File: src/rtl/seg_pkg.sv
// Shared definitions for the 7-segment scan decoder: segment patterns,
// pattern decode and the capture FSM state type.
package seg_pkg;

   localparam logic [6:0] SEG_0     = 7'h40;
   localparam logic [6:0] SEG_1     = 7'h79;
   localparam logic [6:0] SEG_2     = 7'h24;
   localparam logic [6:0] SEG_3     = 7'h30;
   localparam logic [6:0] SEG_4     = 7'h19;
   localparam logic [6:0] SEG_5     = 7'h12;
   localparam logic [6:0] SEG_6     = 7'h02;
   localparam logic [6:0] SEG_7     = 7'h78;
   localparam logic [6:0] SEG_8     = 7'h00;
   localparam logic [6:0] SEG_9     = 7'h10;
   localparam logic [6:0] SEG_A     = 7'h08;
   localparam logic [6:0] SEG_B     = 7'h03;
   localparam logic [6:0] SEG_C     = 7'h46;
   localparam logic [6:0] SEG_D     = 7'h21;
   localparam logic [6:0] SEG_E     = 7'h06;
   localparam logic [6:0] SEG_F     = 7'h0E;
   localparam logic [6:0] SEG_BLANK = 7'h7F;

   typedef enum logic [1:0] {
      ST_WAIT_STABLE,
      ST_CAPTURE,
      ST_HOLD
   } scan_state_t;

   // Result packing: {err, blank, nibble}
   function automatic logic [5:0] seg_decode(input logic [6:0] pat);
      logic [5:0] r;
      r = 6'b10_0000;
      case (pat)
         SEG_0:     r = {2'b00, 4'h0};
         SEG_1:     r = {2'b00, 4'h1};
         SEG_2:     r = {2'b00, 4'h2};
         SEG_3:     r = {2'b00, 4'h3};
         SEG_4:     r = {2'b00, 4'h4};
         SEG_5:     r = {2'b00, 4'h5};
         SEG_6:     r = {2'b00, 4'h6};
         SEG_7:     r = {2'b00, 4'h7};
         SEG_8:     r = {2'b00, 4'h8};
         SEG_9:     r = {2'b00, 4'h9};
         SEG_A:     r = {2'b00, 4'hA};
         SEG_B:     r = {2'b00, 4'hB};
         SEG_C:     r = {2'b00, 4'hC};
         SEG_D:     r = {2'b00, 4'hD};
         SEG_E:     r = {2'b00, 4'hE};
         SEG_F:     r = {2'b00, 4'hF};
         SEG_BLANK: r = {2'b01, 4'h0};
         default:   r = {2'b10, 4'h0};
      endcase
      return r;
   endfunction

endpackage

File: src/rtl/seg_sync_filter.sv
// Two-flop synchronizer on the scanned an/seg pins followed by a stability
// counter that flags when the pin state has dwelt long enough to trust.
module seg_sync_filter #(
   parameter int STABLE_CYC = 16
) (
   input  logic       clk,
   input  logic       rst,
   input  logic [7:0] an,
   input  logic [7:0] seg,
   output logic [7:0] an_s,
   output logic [7:0] seg_s,
   output logic       stable_pulse,
   output logic       settled
);

   localparam int CW = $clog2(STABLE_CYC + 1);

   logic [7:0]    an_m, seg_m;
   logic [15:0]   prev;
   logic [CW-1:0] cnt;
   logic          changed;

   always_ff @(posedge clk or negedge rst) begin
      if (!rst) begin
         an_m  <= 8'hFF;
         seg_m <= 8'hFF;
         an_s  <= 8'hFF;
         seg_s <= 8'hFF;
      end else begin
         an_m  <= an;
         seg_m <= seg;
         an_s  <= an_m;
         seg_s <= seg_m;
      end
   end

   assign changed = ({an_s, seg_s} != prev);

   always_ff @(posedge clk or negedge rst) begin
      if (!rst) begin
         prev <= 16'hFFFF;
         cnt  <= '0;
      end else begin
         prev <= {an_s, seg_s};
         if (changed)
            cnt <= '0;
         else if (cnt != CW'(STABLE_CYC))
            cnt <= cnt + 1'b1;
      end
   end

   // Fires in the cycle before the count saturates, so the FSM lands in
   // CAPTURE exactly when the dwell reaches STABLE_CYC.
   assign stable_pulse = !changed && (cnt == CW'(STABLE_CYC - 1));
   assign settled      = (cnt == CW'(STABLE_CYC));

endmodule

File: src/rtl/seg_scan_decoder.sv
// Rebuilds the 32-bit hex value shown on a scanned 8-digit 7-segment display
// from its active-low an/seg pins, with frame error and staleness flags.
//
// state          | meaning
// ST_WAIT_STABLE | pins changed recently, waiting for the dwell to settle
// ST_CAPTURE     | one cycle: latch the selected digit if an is one-hot-low
// ST_HOLD        | digit taken for this dwell, wait for the pins to move
module seg_scan_decoder
   import seg_pkg::*;
#(
   parameter int STABLE_CYC  = 16,
   parameter int TIMEOUT_CYC = 1_000_000
) (
   input  logic        clk,
   input  logic        rst,
   input  logic [7:0]  an,
   input  logic [7:0]  seg,
   output logic [31:0] value,
   output logic [7:0]  dp,
   output logic [7:0]  blank,
   output logic        frame_valid,
   output logic        frame_err,
   output logic        stale
);

   localparam int TW = $clog2(TIMEOUT_CYC);

   logic          rst_meta, rst_int;
   logic [7:0]    an_s, seg_s;
   logic          stable_pulse, settled;
   scan_state_t   state, state_nxt;

   logic [31:0]   sh_nib, nib_upd;
   logic [7:0]    sh_dp, dp_upd;
   logic [7:0]    sh_err, err_upd;
   logic [7:0]    sh_blank, blank_upd;
   logic [7:0]    mask, mask_upd;
   logic [7:0]    sel;
   logic [5:0]    dec;
   logic          capture, expire;
   logic [TW-1:0] tcnt;

   // Assert asynchronously, release on the clock.
   always_ff @(posedge clk or negedge rst) begin
      if (!rst) begin
         rst_meta <= 1'b0;
         rst_int  <= 1'b0;
      end else begin
         rst_meta <= 1'b1;
         rst_int  <= rst_meta;
      end
   end

   seg_sync_filter #(.STABLE_CYC(STABLE_CYC)) u_sync_filter (
      .clk          (clk),
      .rst          (rst_int),
      .an           (an),
      .seg          (seg),
      .an_s         (an_s),
      .seg_s        (seg_s),
      .stable_pulse (stable_pulse),
      .settled      (settled)
   );

   always_ff @(posedge clk or negedge rst_int) begin
      if (!rst_int)
         state <= ST_WAIT_STABLE;
      else
         state <= state_nxt;
   end

   always_comb begin
      state_nxt = state;
      case (state)
         ST_WAIT_STABLE: if (stable_pulse) state_nxt = ST_CAPTURE;
         ST_CAPTURE:     state_nxt = ST_HOLD;
         ST_HOLD: begin
            if (stable_pulse)
               state_nxt = ST_CAPTURE;
            else if (!settled)
               state_nxt = ST_WAIT_STABLE;
         end
         default:        state_nxt = ST_WAIT_STABLE;
      endcase
   end

   always_comb begin
      sel       = ~an_s;
      dec       = seg_decode(seg_s[6:0]);
      capture   = (state == ST_CAPTURE) && $onehot(sel);
      nib_upd   = sh_nib;
      dp_upd    = sh_dp;
      err_upd   = sh_err;
      blank_upd = sh_blank;
      for (int i = 0; i < 8; i++) begin
         if (sel[i]) begin
            nib_upd[4*i +: 4] = dec[3:0];
            dp_upd[i]         = ~seg_s[7];
            blank_upd[i]      = dec[4];
            err_upd[i]        = dec[5];
         end
      end
      mask_upd  = mask | sel;
      expire    = (tcnt == TW'(TIMEOUT_CYC - 1));
   end

   always_ff @(posedge clk or negedge rst_int) begin
      if (!rst_int) begin
         sh_nib      <= '0;
         sh_dp       <= '0;
         sh_err      <= '0;
         sh_blank    <= '0;
         mask        <= '0;
         tcnt        <= '0;
         value       <= '0;
         dp          <= '0;
         blank       <= '0;
         frame_valid <= 1'b0;
         frame_err   <= 1'b0;
         stale       <= 1'b1;
      end else begin
         frame_valid <= 1'b0;
         if (capture) begin
            tcnt   <= '0;
            sh_nib <= nib_upd;
            sh_dp  <= dp_upd;
            if (mask_upd == 8'hFF) begin
               value       <= nib_upd;
               dp          <= dp_upd;
               blank       <= blank_upd;
               frame_err   <= |err_upd;
               frame_valid <= 1'b1;
               stale       <= 1'b0;
               mask        <= '0;
               sh_err      <= '0;
               sh_blank    <= '0;
            end else begin
               mask     <= mask_upd;
               sh_err   <= err_upd;
               sh_blank <= blank_upd;
            end
         end else if (expire) begin
            // Partial frame abandoned; value keeps the last good frame.
            tcnt     <= '0;
            mask     <= '0;
            sh_nib   <= '0;
            sh_dp    <= '0;
            sh_err   <= '0;
            sh_blank <= '0;
            stale    <= 1'b1;
         end else begin
            tcnt <= tcnt + 1'b1;
         end
      end
   end

endmodule

File: config.mk
export PLATFORM = sky130hd
export DESIGN_NAME = seg_scan_decoder
export DESIGN_NICKNAME = d
export VERILOG_FILES = /design/src/rtl/seg_pkg.sv /design/src/rtl/seg_sync_filter.sv /design/src/rtl/seg_scan_decoder.sv
export SDC_FILE = /design/constraint.sdc
export NUM_CORES = 1
export LEC_CHECK = 0
export CAP_MARGIN = 20
export CORE_MARGIN = 2
export CORE_UTILIZATION = 35
export DETAILED_ROUTE_END_ITERATION = 7
export DONT_BUFFER_PORTS = 1
export GPL_ROUTABILITY_DRIVEN = 0
export GPL_TIMING_DRIVEN = 0
export SYNTH_ARGS = -nofsm -noshare
export SYNTH_HDL_FRONTEND = slang
export SYNTH_SLANG_ARGS = --single-unit
File: constraint.sdc
create_clock -name clk -period 6.15 [get_ports clk]
set_input_delay 0.615 -clock clk [delete_from_list [all_inputs] [get_ports clk]]
set_output_delay 0.615 -clock clk [all_outputs]
set_load 0.01 [all_outputs]
==> impl_results.md <==
* Post-route DRC at 0
* Largest stage delay on the critical path at 0.59 ns
* Reg power frac at 51.2%
* Core Region at 0.0234 sq mm
* Power Density at 270 mW/mm^2
* Layout Utilization at 40.3%
* CTS tree: yes
* Number of buffers and inverters on the critical path at 5
* CP Launch Type: flop
* Sequential-to-total area share from yosys stat at 58.4%
* Crit path cell chain: clkbuf_1, clkinv_1, fa_1, fa_1, ha_1, inv_1, fa_1, a211o_1, a211oi_4, nand3_2, buf_2, o31ai_1, buf_2, nor2_1
* Post-synth EDFFs at 0
* DP Wirelength at 14000 microns
* Crit-path max FO at 10
* # fillers at 2283
* Share of cells above drive strength 1 at 17.3%
* Final Hold Fails at 0
* Fmax at 192 MHz
* Pre-Repair DR Iteration Count at 6
* Root Buffer: clkbuf_16
* Mapped Avg Cell Area at 11.2 sq um
* Total Routed Length at 20200 microns
* Max clock buf depth at 2
* Tmin final at 5.22 ns
* Clk_skew at 0.0128 ns
* FF-to-FF Start: u_sync_filter.an_s[5]$_DFF_PN1_
* Layout Area Growth over Synthesis at 13.1%
* Crit path required time at 6.48 ns
* Worst-margin pin slew at 0.707 ns
* Fin nets at 795
* I/O Buffers at 0
* Chip height at 158 microns
* Initial drt markers at 519
* Initial antenna violation count at 0
* Slew Limit Fails at 0
* Fin crit share at 84.8%
* Starting Density at 35.6%
* # setup viols final at 0
* Chip width at 158 microns
* Min-delay worst type: input pin to flop
* Cts bufs inserted at 17
* Ys flop type: dfrtp_1
* Total gr overflow at 0
* Global-route wire length before repair at 32300 microns
* Vias in the first global route at 5658
* Ant. Diodes at 0
* Critical path's most frequent cell: fa_1
* Yosys warnings at 0
* Std-Cell Rows at 56
* Max Cap Viol at 0
* Gr usage total at 17.0%
* Io pins at 69
* Switching Share at 25.4%
* NetSw at 648 uW
* CTS sink count at 192
* Die area at 0.0250 sq mm
* Internal power at 1900 uW
* Critical path capture point type: flop
* Largest net degree at the start of global routing at 65
* Mapped cell area at 0.00833 sq mm
* #FFs+latches synth at 192
* Vias per inst at 5.16
* Crit. Startpoint: u_sync_filter.an_s[5]$_DFF_PN1_
* Syn Nets at 771
* Delay-heaviest family, CP: adder cells
* Synth Instances at 742
* Clk_lat worst skew at 0.44 ns
* Critical path class: flop to flop
* Relative slew slack at 52.5%
* Via count at 5665
* Crit-path slowest cell: dfstp_2
* Fraction of registers with async set/reset at 100%
* Worst VDD drop at 141 uV
* Combinational share of power at 5.2%
* Worst hold start: an[7]
* P_leak at 0.00397 uW
* Status: finished, final reports clean
* Number of distinct library cells after synthesis at 62
* Routed len/inst at 18.4 microns
* CP Data Arrival Time at 5.54 ns
* Detail Route Antenna Nets at 0
* Clock power frac at 43.6%
* CTS H-tree depth at 4
* Worst-path clk slew at 0.08 ns
* Fin Hold WS at 0.162 ns
* Cts repair resizes at 0
* Unrepaired setup endpoints after global routing: false
## power by group through the flow
stage / Sequential, uW / Clock [uW] / Combinational [uW]
finish: 1300 / 1110 / 132
global placement: 1350 / 0 / 99.7
CTS: 1310 / 1140 / 133
floorplan: 1340 / 0 / 75.5
detailed placement: 1330 / 0 / 132
global route: 1310 / 1190 / 148
## worst reg2reg max path: stages, from the launching register on
cell	delay (ns)
dfstp_2	0.59
clkbuf_1	0.52
clkinv_1	0.43
fa_1	0.56
fa_1	0.49
ha_1	0.17
inv_1	0.06
fa_1	0.38
a211o_1	0.32
a211oi_4	0.55
nand3_2	0.24
buf_2	0.29
o31ai_1	0.18
buf_2	0.29
nor2_1	0.07
## per-layer routing
| metal | up-vias | track usage, % | routed length (microns) |
|---|---|---|---|
| met1 | 2851 | 24.5 | 9640 |
| met2 | 152 | 25.6 | 9180 |
| li1 | 2636 | - | - |
| met3 | 26 | 3.67 | 1080 |
| met5 | - | 0 | 0 |
| met4 | 0 | 5.71 | 337 |
## flip-flops by register name, indices dropped and copies added (netlist names), 16 cells and up
signal,cells
sh_nib,32
value,32
u_sync_filter.prev,16
tcnt,20
## cell usage after synthesis, drive strengths merged, types with 9 or more instances
master   instances  area share, %
dfrtp          143             43
nand2           86            3.9
nor2            53            2.4
o2bb2ai         50            5.6
dfstp           49             15
o21ai           45            2.7
a21oi           33            2.1
inv             28            1.3
mux2i           26            3.1
buf             24            1.6
clkbuf          22           0.99
xor2            19            2.0
xnor2           18            1.9
nand3           13           0.84
nand4           13           0.98
nand2b          10           0.75
nor3             9           0.54
## through the flow
stage                     std cells  setup TNS (ns)  total power (uW)  setup WS (ns)  instance area, sq um
after global placement         1061         -252.36              1450          -1.80                  8730
after detailed placement       1065               0              1460          0.968                  8820
final                          1098               0              2550          0.932                  9420
after global routing           1098               0              2650          0.700                  9420
after CTS                      1098               0              2580          0.973                  9420
after floorplan                 742               0              1420          0.489                  8330
## cell families after synthesis
| logic type | count (synthesis) | synth area share, % |
|---|---|---|
| XOR/XNOR | 37 | 3.89 |
| buffers and inverters | 79 | 4.10 |
| AO/OA/AOI/OAI | 168 | 15.1 |
| adder cells (fa/ha/maj) | 11 | 2.01 |
| multiplexers | 26 | 3.12 |
| AND/OR/NAND/NOR | 228 | 13.3 |
| other | 1 | 0.0450 |
| flip-flops | 192 | 58.4 |
## repair_timing
action / 4_1_cts / 5_1_grt
hold endpoints to repair: 2 / 0
hold buffers: 1 / 0
setup buffers: 0 / 0
## cells in the final DEF, fill, tap and decap left out, types with 5 or more instances in the layout
cell type / n
xnor2_1: 18
clkbuf_16: 18
clkinv_1: 5
o2bb2ai_1: 45
o21ai_0: 37
nand4_1: 13
clkbuf_1: 22
nor4_1: 8
dfrtp_1: 142
buf_4: 6
xor2_1: 19
nand2_1: 85
a21oi_1: 31
buf_2: 19
nand3_1: 12
inv_1: 28
mux2i_1: 26
inv_8: 6
o221ai_1: 8
o2bb2ai_2: 5
dfstp_2: 49
nand2b_1: 10
o22ai_2: 5
a21o_1: 5
nor2_1: 53
nor3_1: 9
ha_1: 7
o21ai_1: 8
or3_1: 6
## path summary, 6_finish.rpt
check,end,slack (ns),depth (start not counted)
max,mask[7]$_DFFE_PN0P_,0.93,14
min,u_sync_filter.an_m[7]$_DFF_PN1_,0.16,0
max reg2reg,mask[7]$_DFFE_PN0P_,0.93,14
min reg2reg,value[6]$_DFFE_PN0P_,0.19,0
max in group asynchronous,u_sync_filter.an_s[3]$_DFF_PN1_,4.98,2
min in group asynchronous,value[6]$_DFFE_PN0P_,0.19,0
## layout make-up
| type | count | area (sq um) | area share [%] |
|---|---|---|---|
| buffer | 46 | 218 | 2.31 |
| clock buffer | 18 | 450 | 4.78 |
| clock inverter | 14 | 140 | 1.49 |
| inverter | 33 | 124 | 1.31 |
| multi-input combinational | 471 | 3120 | 33.1 |
| sequential | 192 | 4870 | 51.7 |
| tap | 319 | 399 | 4.24 |
| timing repair buffer | 5 | 97.6 | 1.04 |
Note: power is estimated with default switching activity, not from simulation.
